File: src/rtl/axi_lite_pkg.sv
// Shared encodings for the two-master AXI-lite arbiter: FSM states, response codes, master IDs.
package axi_lite_pkg;

  typedef enum logic [1:0] {
    IDLE = 2'd0,
    I_RD = 2'd1,
    D_RD = 2'd2,
    D_WR = 2'd3
  } arb_state_e;

  localparam logic [1:0] OKAY   = 2'b00;
  localparam logic [1:0] SLVERR = 2'b10;

  localparam logic MST_I = 1'b0;
  localparam logic MST_D = 1'b1;

endpackage

File: src/rtl/axi_arb_pick.sv
// Collision resolution between instruction and data masters.
// ARB_RR_EN: round-robin with a last_grant register; otherwise data master wins.
module axi_arb_pick
  import axi_lite_pkg::*;
(
  input  logic clk,
  input  logic rst_n,
  input  logic i_req,
  input  logic d_req,
  input  logic take,
  output logic winner
);

  logic collide_pick_s;

`ifdef ARB_RR_EN
  logic last_grant_r;

  // Remember who was granted so the other master wins the next collision.
  always_ff @(posedge clk or negedge rst_n) begin
    if (!rst_n) begin
      last_grant_r <= MST_I;
    end else if (take) begin
      last_grant_r <= winner;
    end else begin
      last_grant_r <= last_grant_r;
    end
  end

  assign collide_pick_s = ~last_grant_r;
`else
  logic unused_s;
  assign unused_s       = &{1'b0, clk, rst_n, take};
  assign collide_pick_s = MST_D;
`endif

  // Winner select: a lone requester wins outright.
  always_comb begin
    winner = MST_I;
    if (i_req && d_req) begin
      winner = collide_pick_s;
    end else if (d_req) begin
      winner = MST_D;
    end else begin
      winner = MST_I;
    end
  end

endmodule

File: src/rtl/axi_lite_arbiter.sv
// Two-master (instruction read-only, data read/write) to one-slave AXI-lite arbiter.
// Optional ARB_RR_EN selects round-robin collision handling instead of data priority.
module axi_lite_arbiter
  import axi_lite_pkg::*;
#(
  parameter int ADDR_WIDTH = 32,
  parameter int DATA_WIDTH = 32
) (
  input  logic                    clk_i,
  input  logic                    rst_i,
  input  logic [ADDR_WIDTH-1:0]   i_araddr_i,
  input  logic                    i_arvalid_i,
  output logic                    i_arready_o,
  output logic [DATA_WIDTH-1:0]   i_rdata_o,
  output logic [1:0]              i_rresp_o,
  output logic                    i_rvalid_o,
  input  logic                    i_rready_i,
  input  logic [ADDR_WIDTH-1:0]   d_araddr_i,
  input  logic                    d_arvalid_i,
  output logic                    d_arready_o,
  output logic [DATA_WIDTH-1:0]   d_rdata_o,
  output logic [1:0]              d_rresp_o,
  output logic                    d_rvalid_o,
  input  logic                    d_rready_i,
  input  logic [ADDR_WIDTH-1:0]   d_awaddr_i,
  input  logic                    d_awvalid_i,
  output logic                    d_awready_o,
  input  logic [DATA_WIDTH-1:0]   d_wdata_i,
  input  logic [DATA_WIDTH/8-1:0] d_wstrb_i,
  input  logic                    d_wvalid_i,
  output logic                    d_wready_o,
  output logic [1:0]              d_bresp_o,
  output logic                    d_bvalid_o,
  input  logic                    d_bready_i,
  output logic [ADDR_WIDTH-1:0]   s_araddr_o,
  output logic                    s_arvalid_o,
  input  logic                    s_arready_i,
  input  logic [DATA_WIDTH-1:0]   s_rdata_i,
  input  logic [1:0]              s_rresp_i,
  input  logic                    s_rvalid_i,
  output logic                    s_rready_o,
  output logic [ADDR_WIDTH-1:0]   s_awaddr_o,
  output logic                    s_awvalid_o,
  input  logic                    s_awready_i,
  output logic [DATA_WIDTH-1:0]   s_wdata_o,
  output logic [DATA_WIDTH/8-1:0] s_wstrb_o,
  output logic                    s_wvalid_o,
  input  logic                    s_wready_i,
  input  logic [1:0]              s_bresp_i,
  input  logic                    s_bvalid_i,
  output logic                    s_bready_o
);

  arb_state_e state_r, next_state_s;
  logic       ar_done_r, aw_done_r, w_done_r;
  logic       i_req_s, d_req_s, take_s, winner_s;

  assign i_req_s = i_arvalid_i;
  assign d_req_s = d_arvalid_i | d_awvalid_i;
  assign take_s  = (state_r == IDLE) & (i_req_s | d_req_s);

  axi_arb_pick u_pick (
    .clk    (clk_i),
    .rst_n  (rst_i),
    .i_req  (i_req_s),
    .d_req  (d_req_s),
    .take   (take_s),
    .winner (winner_s)
  );

  // State register.
  always_ff @(posedge clk_i or negedge rst_i) begin
    if (!rst_i) begin
      state_r <= IDLE;
    end else begin
      state_r <= next_state_s;
    end
  end

  // Next state: grant from IDLE, release on the response handshake.
  always_comb begin
    next_state_s = state_r;
    case (state_r)
      IDLE: begin
        if (take_s) begin
          if (winner_s == MST_I) begin
            next_state_s = I_RD;
          end else if (d_arvalid_i) begin
            next_state_s = D_RD;
          end else begin
            next_state_s = D_WR;
          end
        end else begin
          next_state_s = IDLE;
        end
      end
      I_RD: begin
        if (s_rvalid_i && i_rready_i) next_state_s = IDLE;
        else                          next_state_s = I_RD;
      end
      D_RD: begin
        if (s_rvalid_i && d_rready_i) next_state_s = IDLE;
        else                          next_state_s = D_RD;
      end
      D_WR: begin
        if (s_bvalid_i && d_bready_i) next_state_s = IDLE;
        else                          next_state_s = D_WR;
      end
      default: next_state_s = IDLE;
    endcase
  end

  // Per-channel done flags give exactly one address/data handshake per transaction.
  always_ff @(posedge clk_i or negedge rst_i) begin
    if (!rst_i) begin
      ar_done_r <= 1'b0;
      aw_done_r <= 1'b0;
      w_done_r  <= 1'b0;
    end else if (next_state_s == IDLE) begin
      ar_done_r <= 1'b0;
      aw_done_r <= 1'b0;
      w_done_r  <= 1'b0;
    end else begin
      ar_done_r <= ar_done_r | (s_arvalid_o & s_arready_i);
      aw_done_r <= aw_done_r | (s_awvalid_o & s_awready_i);
      w_done_r  <= w_done_r  | (s_wvalid_o  & s_wready_i);
    end
  end

  // Pass-through muxing for the granted master; everything else held at 0.
  always_comb begin
    i_arready_o = 1'b0;
    i_rdata_o   = {DATA_WIDTH{1'b0}};
    i_rresp_o   = 2'b00;
    i_rvalid_o  = 1'b0;
    d_arready_o = 1'b0;
    d_rdata_o   = {DATA_WIDTH{1'b0}};
    d_rresp_o   = 2'b00;
    d_rvalid_o  = 1'b0;
    d_awready_o = 1'b0;
    d_wready_o  = 1'b0;
    d_bresp_o   = 2'b00;
    d_bvalid_o  = 1'b0;
    s_araddr_o  = {ADDR_WIDTH{1'b0}};
    s_arvalid_o = 1'b0;
    s_rready_o  = 1'b0;
    s_awaddr_o  = {ADDR_WIDTH{1'b0}};
    s_awvalid_o = 1'b0;
    s_wdata_o   = {DATA_WIDTH{1'b0}};
    s_wstrb_o   = {(DATA_WIDTH/8){1'b0}};
    s_wvalid_o  = 1'b0;
    s_bready_o  = 1'b0;
    case (state_r)
      I_RD: begin
        s_araddr_o  = i_araddr_i;
        s_arvalid_o = i_arvalid_i & ~ar_done_r;
        i_arready_o = s_arready_i & ~ar_done_r;
        i_rdata_o   = s_rdata_i;
        i_rresp_o   = s_rresp_i;
        i_rvalid_o  = s_rvalid_i;
        s_rready_o  = i_rready_i;
      end
      D_RD: begin
        s_araddr_o  = d_araddr_i;
        s_arvalid_o = d_arvalid_i & ~ar_done_r;
        d_arready_o = s_arready_i & ~ar_done_r;
        d_rdata_o   = s_rdata_i;
        d_rresp_o   = s_rresp_i;
        d_rvalid_o  = s_rvalid_i;
        s_rready_o  = d_rready_i;
      end
      D_WR: begin
        s_awaddr_o  = d_awaddr_i;
        s_awvalid_o = d_awvalid_i & ~aw_done_r;
        d_awready_o = s_awready_i & ~aw_done_r;
        s_wdata_o   = d_wdata_i;
        s_wstrb_o   = d_wstrb_i;
        s_wvalid_o  = d_wvalid_i & ~w_done_r;
        d_wready_o  = s_wready_i & ~w_done_r;
        d_bresp_o   = s_bresp_i;
        d_bvalid_o  = s_bvalid_i;
        s_bready_o  = d_bready_i;
      end
      default: begin
        s_arvalid_o = 1'b0;
      end
    endcase
  end

endmodule

File: config.mk
export PLATFORM = sky130hd
export DESIGN_NAME = axi_lite_arbiter
export DESIGN_NICKNAME = d
export VERILOG_FILES = /design/src/rtl/axi_lite_pkg.sv /design/src/rtl/axi_arb_pick.sv /design/src/rtl/axi_lite_arbiter.sv
export SDC_FILE = /design/constraint.sdc
export NUM_CORES = 1
export LEC_CHECK = 0
export CORE_AREA = 2 2 142 144
export DETAILED_ROUTE_END_ITERATION = 12
export DIE_AREA = 0 0 144 146
export SLEW_MARGIN = 20
export SYNTH_ARGS = -nofsm -noshare
export SYNTH_HDL_FRONTEND = slang
export SYNTH_SLANG_ARGS = --single-unit
File: constraint.sdc
create_clock -name clk_i -period 1.7 [get_ports clk_i]
set_input_delay 0.17 -clock clk_i [delete_from_list [all_inputs] [get_ports clk_i]]
set_output_delay 0.17 -clock clk_i [all_outputs]
set_load 0.005 [all_outputs]
==> Yosys cells after proc, flatten, opt, wreduce, memory -nomap -nowiden <==
Index checks and enable logic that the tools add are counted.
{ "word_totals": {"wordCells": 65, "output_inout_bits": 182, "in_bits": 182, "regBits": 5} }
{ "op_classes": {"bitwise_logic": 19, "n_eq_ne": 3, "reduce_logical": 6, "muxes": 33} }
{ "ops": {"columns": ["cell", "n"], "rows": [
  ["$mux 32", 4],
  ["$pmux 32 s2", 1],
  ["$mux 1", 17],
  ["$mux 2", 7],
  ["$and 1x1->1", 11],
  ["$pmux 2 s4", 1],
  ["$or 1x1->1", 5],
  ["$eq 2x2->1 const B", 2],
  ["$logic_and 1x1->1", 4],
  ["$logic_not 2->1", 2],
  ["$mux 4", 1],
  ["$pmux 1 s2", 2],
  ["$not 1->1", 3],
  ["$eq 2x1->1 const B", 1]
]} }

==> Logic depth before layout (Yosys ltp) <==
Gate-level depths: netlist of run 1.
{ "logic_depth": {"word_depth": 8, "depth_mapped": 6, "depth_no_buf": 5} }

==> By module <==
A second synthesis of run 1 with hierarchy kept.
{ "hier_totals": {"cells_unflattened": 277, "hier_area_um2": 1915.6} }
{ "modules_own_cells": {"columns": ["module", "area_each_um2", "seq_area_each_um2", "n_inst", "cells_per_inst"], "rows": [
  ["axi_lite_arbiter", 1911.8, 125.1, 1, 276],
  ["axi_arb_pick", 3.8, 0.0, 1, 1]
]} }

==> Worst setup path before layout of run 1 <==
OpenSTA, ideal clock, no wires.
{ "synth_path": {"kind": "register -> register", "from": "reg state_r[0]", "to": "reg ar_done_r", "setup_ps": 133, "n_path_buf": 1, "stages_incl_launch_ff": 7, "t_arrival_ps": 1298, "setup_slack_ps": 268, "synth_period_minus_slack_ps": 1432, "t_required_ps": 1567, "path_cell_list": "dfrtp_1 -> inv_1 -> ha_1 -> buf_6 -> a21boi_4 -> a2111oi_4 -> nor3_1"} }
{ "synth_between": {"elab_chain_len": 6, "word_cells_on_any_way": 12, "cone_classes": "3 x eq/ne; 4 x mux; 3 x bitwise; 2 x reduce/logical"} }
{ "synth_rtl": {"columns": ["item", "line_no", "text"], "rows": [
  ["start: declaration", "axi_lite_arbiter.sv:54", "arb_state_e state_r, next_state_s;"],
  ["start signal: assignment", "axi_lite_arbiter.sv:76", "state_r <= next_state_s;"],
  ["$logic_not 2->1", "axi_lite_arbiter.sv:60, axi_lite_arbiter.sv:83", null],
  ["$and 1x1->1", "axi_lite_arbiter.sv:60", "assign take_s = (state_r == IDLE) & (i_req_s | d_req_s);"],
  ["$mux 2", "axi_lite_arbiter.sv:85", "if (take_s) begin"],
  ["$pmux 2 s4", "axi_lite_arbiter.sv:83", "case (state_r)"],
  ["$logic_not 2->1", "axi_lite_arbiter.sv:119", "end else if (next_state_s == IDLE) begin"],
  ["$mux 1 *", "axi_lite_arbiter.sv:119", null],
  ["end signal: assignment", "axi_lite_arbiter.sv:124", "ar_done_r <= ar_done_r | (s_arvalid_o & s_arready_i);"],
  ["end: declaration", "axi_lite_arbiter.sv:55", "logic ar_done_r, aw_done_r, w_done_r;"]
]} }
Every way passes the cells marked *; elsewhere a longest branch is shown, timed or not.

==> Worst setup path after layout of run 1 <==
{ "layout_path": {"from": "reg state_r[0]", "to": "out s_araddr_o[2]"} }
{ "layout_between": {"elab_chain_len": 2, "word_cells_on_any_way": 3, "cone_classes": "2 x eq/ne; 1 x mux"} }
{ "layout_rtl": {"columns": ["item", "line_no", "text"], "rows": [
  ["$eq 2x2->1 / $eq 2x1->1 (equally long branches)", "axi_lite_arbiter.sv:153", "case (state_r)"],
  ["$pmux 32 s2 *", "axi_lite_arbiter.sv:153", null],
  ["end: declaration", "axi_lite_arbiter.sv:35", "output logic [ADDR_WIDTH-1:0] s_araddr_o,"]
]} }
Marked as above.

==> Implementation_results.wiki, run 1 <==
{| class="wikitable"
! Metric !! Value
|-
| Commonest non-fill, non-tap cell in the layout || clkdlybuf4s50_1
|-
| Post-route cell area || approximately 0.007 sq mm
|-
| Most frequent cells in the layout || clkdlybuf4s50_1 (181), and2_1 (80), buf_2 (72)
|-
| Core outline area || a little under 0.02 sq mm
|-
| Highest clock frequency the design can meet || roughly 540 MHz
|-
| Average routed wire per standard cell || approximately 17 um
|-
| Met1 layer usage reported by global route || 0.1447
|-
| Sum of net half-perimeters after detailed placement || about 11 mm
|-
| H-tree lvl count || 1
|-
| Fill cell total of the finished layout || 2,028
|-
| Number of cell rows || a little over 50
|-
| Final Cycle Share || 1.090
|-
| Setup slack of the worst register-to-register path || -0.09 ns
|-
| Worst slew margin relative to its limit || 0.7540
|-
| Count of pins over their slew limit || 0
|-
| Number of placed I/O pins || approximately 360
|-
| Number of buffers inserted by hold repair at cts || 0
|-
| Cell total after placement || 892
|-
| Drt drc || 0
|-
| Port Buffer Count || approximately 360
|-
| Number of nets in the finished design || 885
|-
| Pre-antenna DRT Iters || 4
|-
| Maximum fanout encountered on the critical timing path || 6
|-
| Proportion of power drawn by flip-flops and latches || 0.019
|-
| CTS tree || yes
|-
| Critical path arrival || 1.68 ns
|-
| Final setup viols || 46
|-
| Mapped cell area || 0.001881 sq mm
|-
| Routed vias || approximately 3.7k
|-
| Portion of total power attributed to combinational logic || 0.941
|-
| Total Die Area || around 0.021 sq mm
|-
| Reported leakage power || between 3 and 4 nW
|-
| Utilization after layout || 0.3619
|-
| Run status || complete, but fails checks
|-
| Time the worst path needs with I/O delays and setup || approximately 1.9 ns
|-
| Worst-Margin Slew || 0.3690 ns
|-
| Setup skew after layout || ~0.0010 ns
|-
| Final estimated routing congestion in global placement || around 0.77
|-
| Wire length of the first global-routing pass || roughly 22 mm
|-
| Final routed wirelength across all metal layers || roughly 17 mm
|-
| Smallest hold slack || 0.1982 ns
|-
| Count of different cell masters after synthesis || 24
|-
| Global-route track usage on met2 || 0.2683
|-
| Worst hold-check path type || input port to asynchronous set/reset pin
|-
| Reported max-cap violation count || 0
|-
| Chip Height || 146 um
|-
| Via-to-Cell Ratio || 3.833
|-
| Category of the worst setup path capture point || output pin
|-
| Switching power share of the total || 0.3590
|-
| Power dissipated by switching net loads || approximately 3.5 mW
|-
| Number of synthesized register bits || 5
|-
| Proportion of synthesized chip area in sequential cells || 0.06653
|-
| Pint || approximately 6.2 mW
|-
| Initial antenna violation count || 0
|-
| Skew-Pair Late Insertion Delay || about 0.23 ns
|-
| Total GRT Usage || 0.1345
|-
| PD cells || ~1400 mW/mm^2
|-
| Effective utilization at floorplan || 0.09726
|-
| Layout overhead on the synthesized area || 272.1%
|-
| Number of nets with antenna violations after detailed routing || 0
|-
| Worst path setup slack after routing || -0.1531 ns
|-
| Startpoint Class || register
|-
| Number of nets in the synthesized netlist || about 460
|-
| Synthesized area per cell || just under 7 sq um
|-
| ANT cells || 0
|-
| Required time of the worst setup path || around 1.5 ns
|-
| Most Crowded Layer GR || met2
|-
| YS warnings || 0
|-
| Worst slack at placement || -0.2542 ns
|-
| Clock power frac || 0.040
|-
| Total CTS buffers || 3
|-
| Cell at the root of the clock tree || clkbuf_16
|-
| Setup repair after global routing missed its margin || yes
|-
| First DRT Iteration DRCs || 63
|-
| Worst IR Drop VDD || between 0.0005 and 0.0006 V
|-
| Layout cell share with drive strength beyond 1 || 0.5395
|-
| Clock-pin transition on the worst setup and hold timing paths || 0.03 ns
|-
| Residual overflow from global routing || 0
|-
| Die X || 144 um
|-
| Area after detailed placement || about 0.0059 sq mm
|-
| Syn Inst Count || about 280
|-
| CTS Buffer Depth || 2
|-
| Kind of critical path || register to output pin
|-
| Largest net degree at the start of global routing || 24
|-
| Number of global-route vias before repair || approximately 3.7k
|-
| Filler-free cell count of the finished design || 962
|-
| Number of hold violations in the final report || 0
|-
| TritonCTS Sinks || 5
|-
| M3 GR Usage || 0.03653
|-
| Failing checks || negative setup slack
|}
power groups by stage:
stage / clock network, mW / registers (mW) / logic, mW
3_5_place_dp: 0 / 0.181 / 5.63
4_1_cts: 0.392 / 0.183 / 8.00
5_1_grt: 0.403 / 0.189 / 9.71
6_report: 0.385 / 0.184 / 9.08
3_3_place_gp: 0 / 0.181 / 5.60
2_1_floorplan: 0 / 0.177 / 2.22
Yosys cell counts (all sizes together):
cell | number | area [sq um]
o2111ai | 1 | 8.760
nand2 | 2 | 7.510
a21boi | 2 | 30.03
ha | 5 | 62.56
nor3 | 4 | 20.02
mux2 | 1 | 11.26
and2 | 143 | 897.1
a21oi | 2 | 10.01
clkbuf | 18 | 71.31
o21ai | 2 | 10.01
and3b | 6 | 52.55
nor2b | 33 | 206.5
nor2 | 1 | 3.750
buf | 9 | 51.30
inv | 3 | 11.26
a31oi | 3 | 18.77
a2111oi | 1 | 27.53
o31ai | 1 | 7.510
dfrtp | 5 | 125.1
a22oi | 33 | 247.7
registers in the layout, summed over array words and instances, names as in the netlist:
signal	count
aw_done_r	1
w_done_r	1
state_r	2
ar_done_r	1
cell type report:
cell class                 instances  area (sq um)  area share
clock buffer                       4         78.83     0.01126
inverter                           3         16.27    0.002324
multi-input combinational        240          2110      0.3014
sequential                         5         125.1     0.01788
tap                              265         331.6     0.04738
timing repair buffer             445          4337      0.6197
repair_timing:
item | CTS | global route
pin swaps | 11 | 15
resized for setup | 582 | 301
hold endpoints to repair | 0 | 0
gates cloned | 11 | 10
setup buffers | 38 | 21
setup endpoints to repair | 182 | 175
through the flow:
stage	total power, mW	TNS, ns
floorplan	2.395	0
global placement	5.782	-10.81
detailed placement	5.808	-15.44
CTS	8.577	-12.53
global route	10.30	-7.088
finish	9.649	-3.991
cell families after synthesis:
| group | Yosys count | share of synthesized area |
|---|---|---|
| adders and majority gates | 5 | 0.03327 |
| buffers and inverters | 30 | 0.07119 |
| DFF | 5 | 0.06653 |
| AOI/OAI and AO/OA | 45 | 0.1916 |
| and+or+nand+nor | 189 | 0.6314 |
| muxes | 1 | 0.005988 |
routing by layer:
layer  share of wire  up-vias  routed length (um)
met4          0.0039        0                  64
met1            0.37     1709                6158
li1                -     1746                   -
met2            0.54      228                8908
met3           0.088        4                1468
met5               0        -                   0
worst paths after layout:
kind	start	to	cells past startpoint
max in group asynchronous	rst_i	aw_done_r	1
worst min-delay path	rst_i	state_r[1]	1
worst min register to register	w_done_r	w_done_r	2
worst max-delay path	state_r[0]	s_araddr_o[2]	8
min in group clk_i	w_done_r	w_done_r	2
worst max register to register	state_r[1]	w_done_r	7
critical path: stages, from the launching register on:
cell and delay, ns:
dfrtp_1 0.37, inv_2 0.08, buf_12 0.13, ha_4 0.25, buf_12 0.13, buf_12 0.13
buf_12 0.12, nor2b_1 0.12, buf_2 0.13
Note: power is estimated with default switching activity, not from simulation.
==> run 2: changes to the inputs <==
--- a/config.mk
+++ b/config.mk
@@ -8,6 +8,7 @@
 export CORE_AREA = 2 2 142 144
 export DETAILED_ROUTE_END_ITERATION = 12
 export DIE_AREA = 0 0 144 146
+export RECOVER_POWER = 100
 export SLEW_MARGIN = 20
 export SYNTH_ARGS = -nofsm -noshare
 export SYNTH_HDL_FRONTEND = slang
==> constraint.sdc (replaced) <==
create_clock -name clk_i -period 2.05 [get_ports clk_i]
set_input_delay 0.205 -clock clk_i [delete_from_list [all_inputs] [get_ports clk_i]]
set_output_delay 0.205 -clock clk_i [all_outputs]
set_load 0.005 [all_outputs]
==> run 2 against run 1 <==
The run still ends with negative setup slack left. Clock skew barely moved. Total power fell by 41%. Die area did not move. Cell count fell by 5.1%. Worst hold slack improved by 0.11 ns. Core utilization fell by 2.7 points. Register-to-register slack improved by 0.42 ns. Worst setup slack improved by 0.15 ns. Via count fell by 8.8%. Critical path depth fell by 2. Sequential power fell by 16%. Count of clock-buffer cells in the layout did not move. Critical endpoint is now d_rdata_o[14].
==> Implementation_results.wiki, run 2 (synthesized netlist as in run 1, its figures left out) <==
{| class="wikitable"
! Metric !! Value
|-
| Setup skew after layout || 0.0005459 ns (was 0.001019 ns)
|-
| Most frequent cells in the layout || clkdlybuf4s50_1 (276), and2_1 (137), dlymetal6s2s_1 (52) (was clkdlybuf4s50_1 (181), and2_1 (80), buf_2 (72))
|-
| Number of global-route vias before repair || 3,334 (was 3,676)
|-
| Launch point of the critical path || state_r[1] (was state_r[0])
|-
| Worst hold-check path type || input port to asynchronous set/reset pin (unchanged)
|-
| Count of pins over their slew limit || 0 (unchanged)
|-
| Total GRT Usage || 0.1156 (was 0.1345)
|-
| Number of hold violations in the final report || 0 (unchanged)
|-
| FF-to-FF End || ar_done_r (was w_done_r)
|-
| PD cells || 875.4 mW/mm^2 (was 1379 mW/mm^2)
|-
| Port Buffer Count || 363 (unchanged)
|-
| Initial antenna violation count || 1 (was 0)
|-
| Effective utilization at floorplan || 0.09726 (unchanged)
|-
| Area after detailed placement || 0.005888 sq mm (was 0.005938 sq mm)
|-
| CTS tree || yes (unchanged)
|-
| Final Cycle Share || 1.003
|-
| Final routed wirelength across all metal layers || 14.44 mm (was 16.60 mm)
|-
| Average routed wire per standard cell || 15.81 um (was 17.25 um)
|-
| Layout cell share with drive strength beyond 1 || 0.08642 (was 0.5395)
|-
| First DRT Iteration DRCs || 56 (was 63)
|-
| Post-route cell area || 0.006480 sq mm (was 0.006998 sq mm)
|-
| Number of buffers inserted by hold repair at cts || 0 (unchanged)
|-
| Sum of net half-perimeters after detailed placement || 11.54 mm (was 11.32 mm)
|-
| Failing checks || negative setup slack (unchanged)
|-
| Cell at the root of the clock tree || clkbuf_16 (unchanged)
|-
| ANT cells || 0 (unchanged)
|-
| Via-to-Cell Ratio || 3.683 (was 3.833)
|-
| Cell total after placement || 887 (was 892)
|-
| TritonCTS Sinks || 5 (unchanged)
|-
| Number of nets with antenna violations after detailed routing || 0 (unchanged)
|-
| Reported max-cap violation count || 0 (unchanged)
|-
| Number of cell instances on the worst register-to-register path || 6 (was 7)
|-
| Largest net degree at the start of global routing || 56 (was 24)
|-
| Run status || complete, but fails checks (unchanged)
|-
| Commonest non-fill, non-tap cell in the layout || clkdlybuf4s50_1 (unchanged)
|-
| Setup slack of the worst register-to-register path || 0.33 ns (was -0.09 ns)
|-
| Worst slack at placement || 0.08891 ns (was -0.2542 ns)
|-
| Final setup viols || 1 (was 46)
|-
| Filler-free cell count of the finished design || 913 (was 962)
|-
| Worst slew margin relative to its limit || 0.6976 (was 0.7540)
|-
| Final estimated routing congestion in global placement || 0.7569 (was 0.7702)
|-
| Register containing the most flip-flops in the final layout || state_r (unchanged)
|-
| Clock-pin transition on the worst setup and hold timing paths || 0.03 ns (about the same)
|-
| Category of the worst setup path capture point || output pin (unchanged)
|-
| Chip Height || 146 um (unchanged)
|-
| Origin of the critical flop-to-flop path || state_r[1] (unchanged)
|-
| Sum Neg Setup Slack || -0.005709 ns (was -3.991 ns)
|-
| Utilization after layout || 0.3351 (was 0.3619)
|-
| Drt drc || 0 (unchanged)
|-
| Pre-antenna DRT Iters || 4 (unchanged)
|-
| Worst setup path endpoint || d_rdata_o[14] (was s_araddr_o[2])
|-
| Number of nets in the finished design || 836 (was 885)
|-
| Residual overflow from global routing || 0 (unchanged)
|-
| Number of placed I/O pins || 364 (unchanged)
|-
| Highest clock frequency the design can meet || between 400 and 500 MHz
|-
| CTS Buffer Depth || 2 (unchanged)
|-
| Skew-Pair Late Insertion Delay || 0.23 ns (about the same)
|-
| Layout overhead on the synthesized area || 244.6% (was 272.1%)
|-
| Critical path arrival || 1.85 ns (was 1.68 ns)
|-
| Required time of the worst setup path || 1.85 ns (was 1.53 ns)
|-
| Kind of critical path || register to output pin (unchanged)
|-
| H-tree lvl count || 1 (unchanged)
|-
| Total CTS buffers || 3 (unchanged)
|-
| Die X || 144 um (unchanged)
|-
| Total Die Area || 0.02102 sq mm (unchanged)
|-
| Smallest hold slack || 0.3082 ns (was 0.1982 ns)
|-
| Final Total Pwr || 5.673 mW (was 9.649 mW)
|-
| Startpoint Class || register (unchanged)
|-
| Worst path setup slack after routing || -0.005709 ns (was -0.1531 ns)
|-
| Flip-flop count of the largest register, all copies and words added || 2 (unchanged)
|-
| Maximum fanout encountered on the critical timing path || 16 (was 6)
|-
| Setup repair after global routing missed its margin || yes (unchanged)
|-
| Reported leakage power || 3.430 nW (was 3.291 nW)
|-
| Routed vias || 3,363 (was 3,687)
|-
| Time the worst path needs with I/O delays and setup || about 2.1 ns
|-
| Worst-Margin Slew || 0.4527 ns (was 0.3690 ns)
|-
| Core outline area || 0.01933 sq mm (unchanged)
|-
| Wire length of the first global-routing pass || 18.93 mm (was 21.74 mm)
|-
| Number of cell rows || 51 (unchanged)
|-
| Worst IR Drop VDD || 0.0004390 V (was 0.0005684 V)
|}
-- run 2: changes by cell type in the layout (fill, tap and decap cells not counted), sizes merged --
cell	previous run	this run
clkbuf	60	10
clkdlybuf4s15	9	0
dlygate4sd3	0	1
dlygate4sd2	1	34
clkdlybuf4s50	181	276
buf	193	27
dlymetal6s2s	5	52
-- run 2: cell type report --
| class | count | area [sq um] |
|---|---|---|
| fillers | 2077 | 12850 |
| well taps | 265 | 331.6 |
| clock buffers | 4 | 78.83 |
| repair buffers | 396 | 4230 |
| multi-input cells | 240 | 1703 |
| inverters | 3 | 11.26 |
| flip-flops and latches | 5 | 125.1 |
-- run 2: how the worst min path moves through the flow --
stage / slack, ns / from / end
floorplan: -0.09 / rst_i / ar_done_r
global placement: 0.48 / rst_i / w_done_r
detailed placement: 0.49 / rst_i / w_done_r
CTS: 0.25 / rst_i / w_done_r
global route: 0.34 / rst_i / w_done_r
finish: 0.31 / rst_i / w_done_r
-- run 2: critical path: stages (launching register included) --
cell and delay [ns]:
dfrtp_1 0.37, buf_4 0.14, ha_4 0.21, buf_12 0.12
clkbuf_16 0.16, and2_1 0.12, clkdlybuf4s50_1 0.49
-- run 2: metal layers --
layer | vias to the layer above | global-route usage | part of all wire
li1 | 1649 | - | -
met1 | 1496 | 0.1193 | 0.36
met2 | 212 | 0.2271 | 0.52
met3 | 4 | 0.04212 | 0.12
met4 | 2 | 0.01029 | 0.0024
met5 | - | 0 | 0.00090
-- run 2: timing repair --
item | CTS | global route
endpoints found under the setup margin | 103 | 132
pin swaps | 1 | 4
gates cloned | 1 | 7
setup buffers | 3 | 11
gates resized for setup | 47 | 67
-- run 2: power by group --
part           internal [mW]  total [mW]  switching [mW]  leakage (nW)
logic                   3.22        5.20            1.98          3.33
registers              0.129       0.154          0.0252        0.0668
clock network          0.258       0.319          0.0619        0.0382
total                   3.61        5.67            2.07          3.43
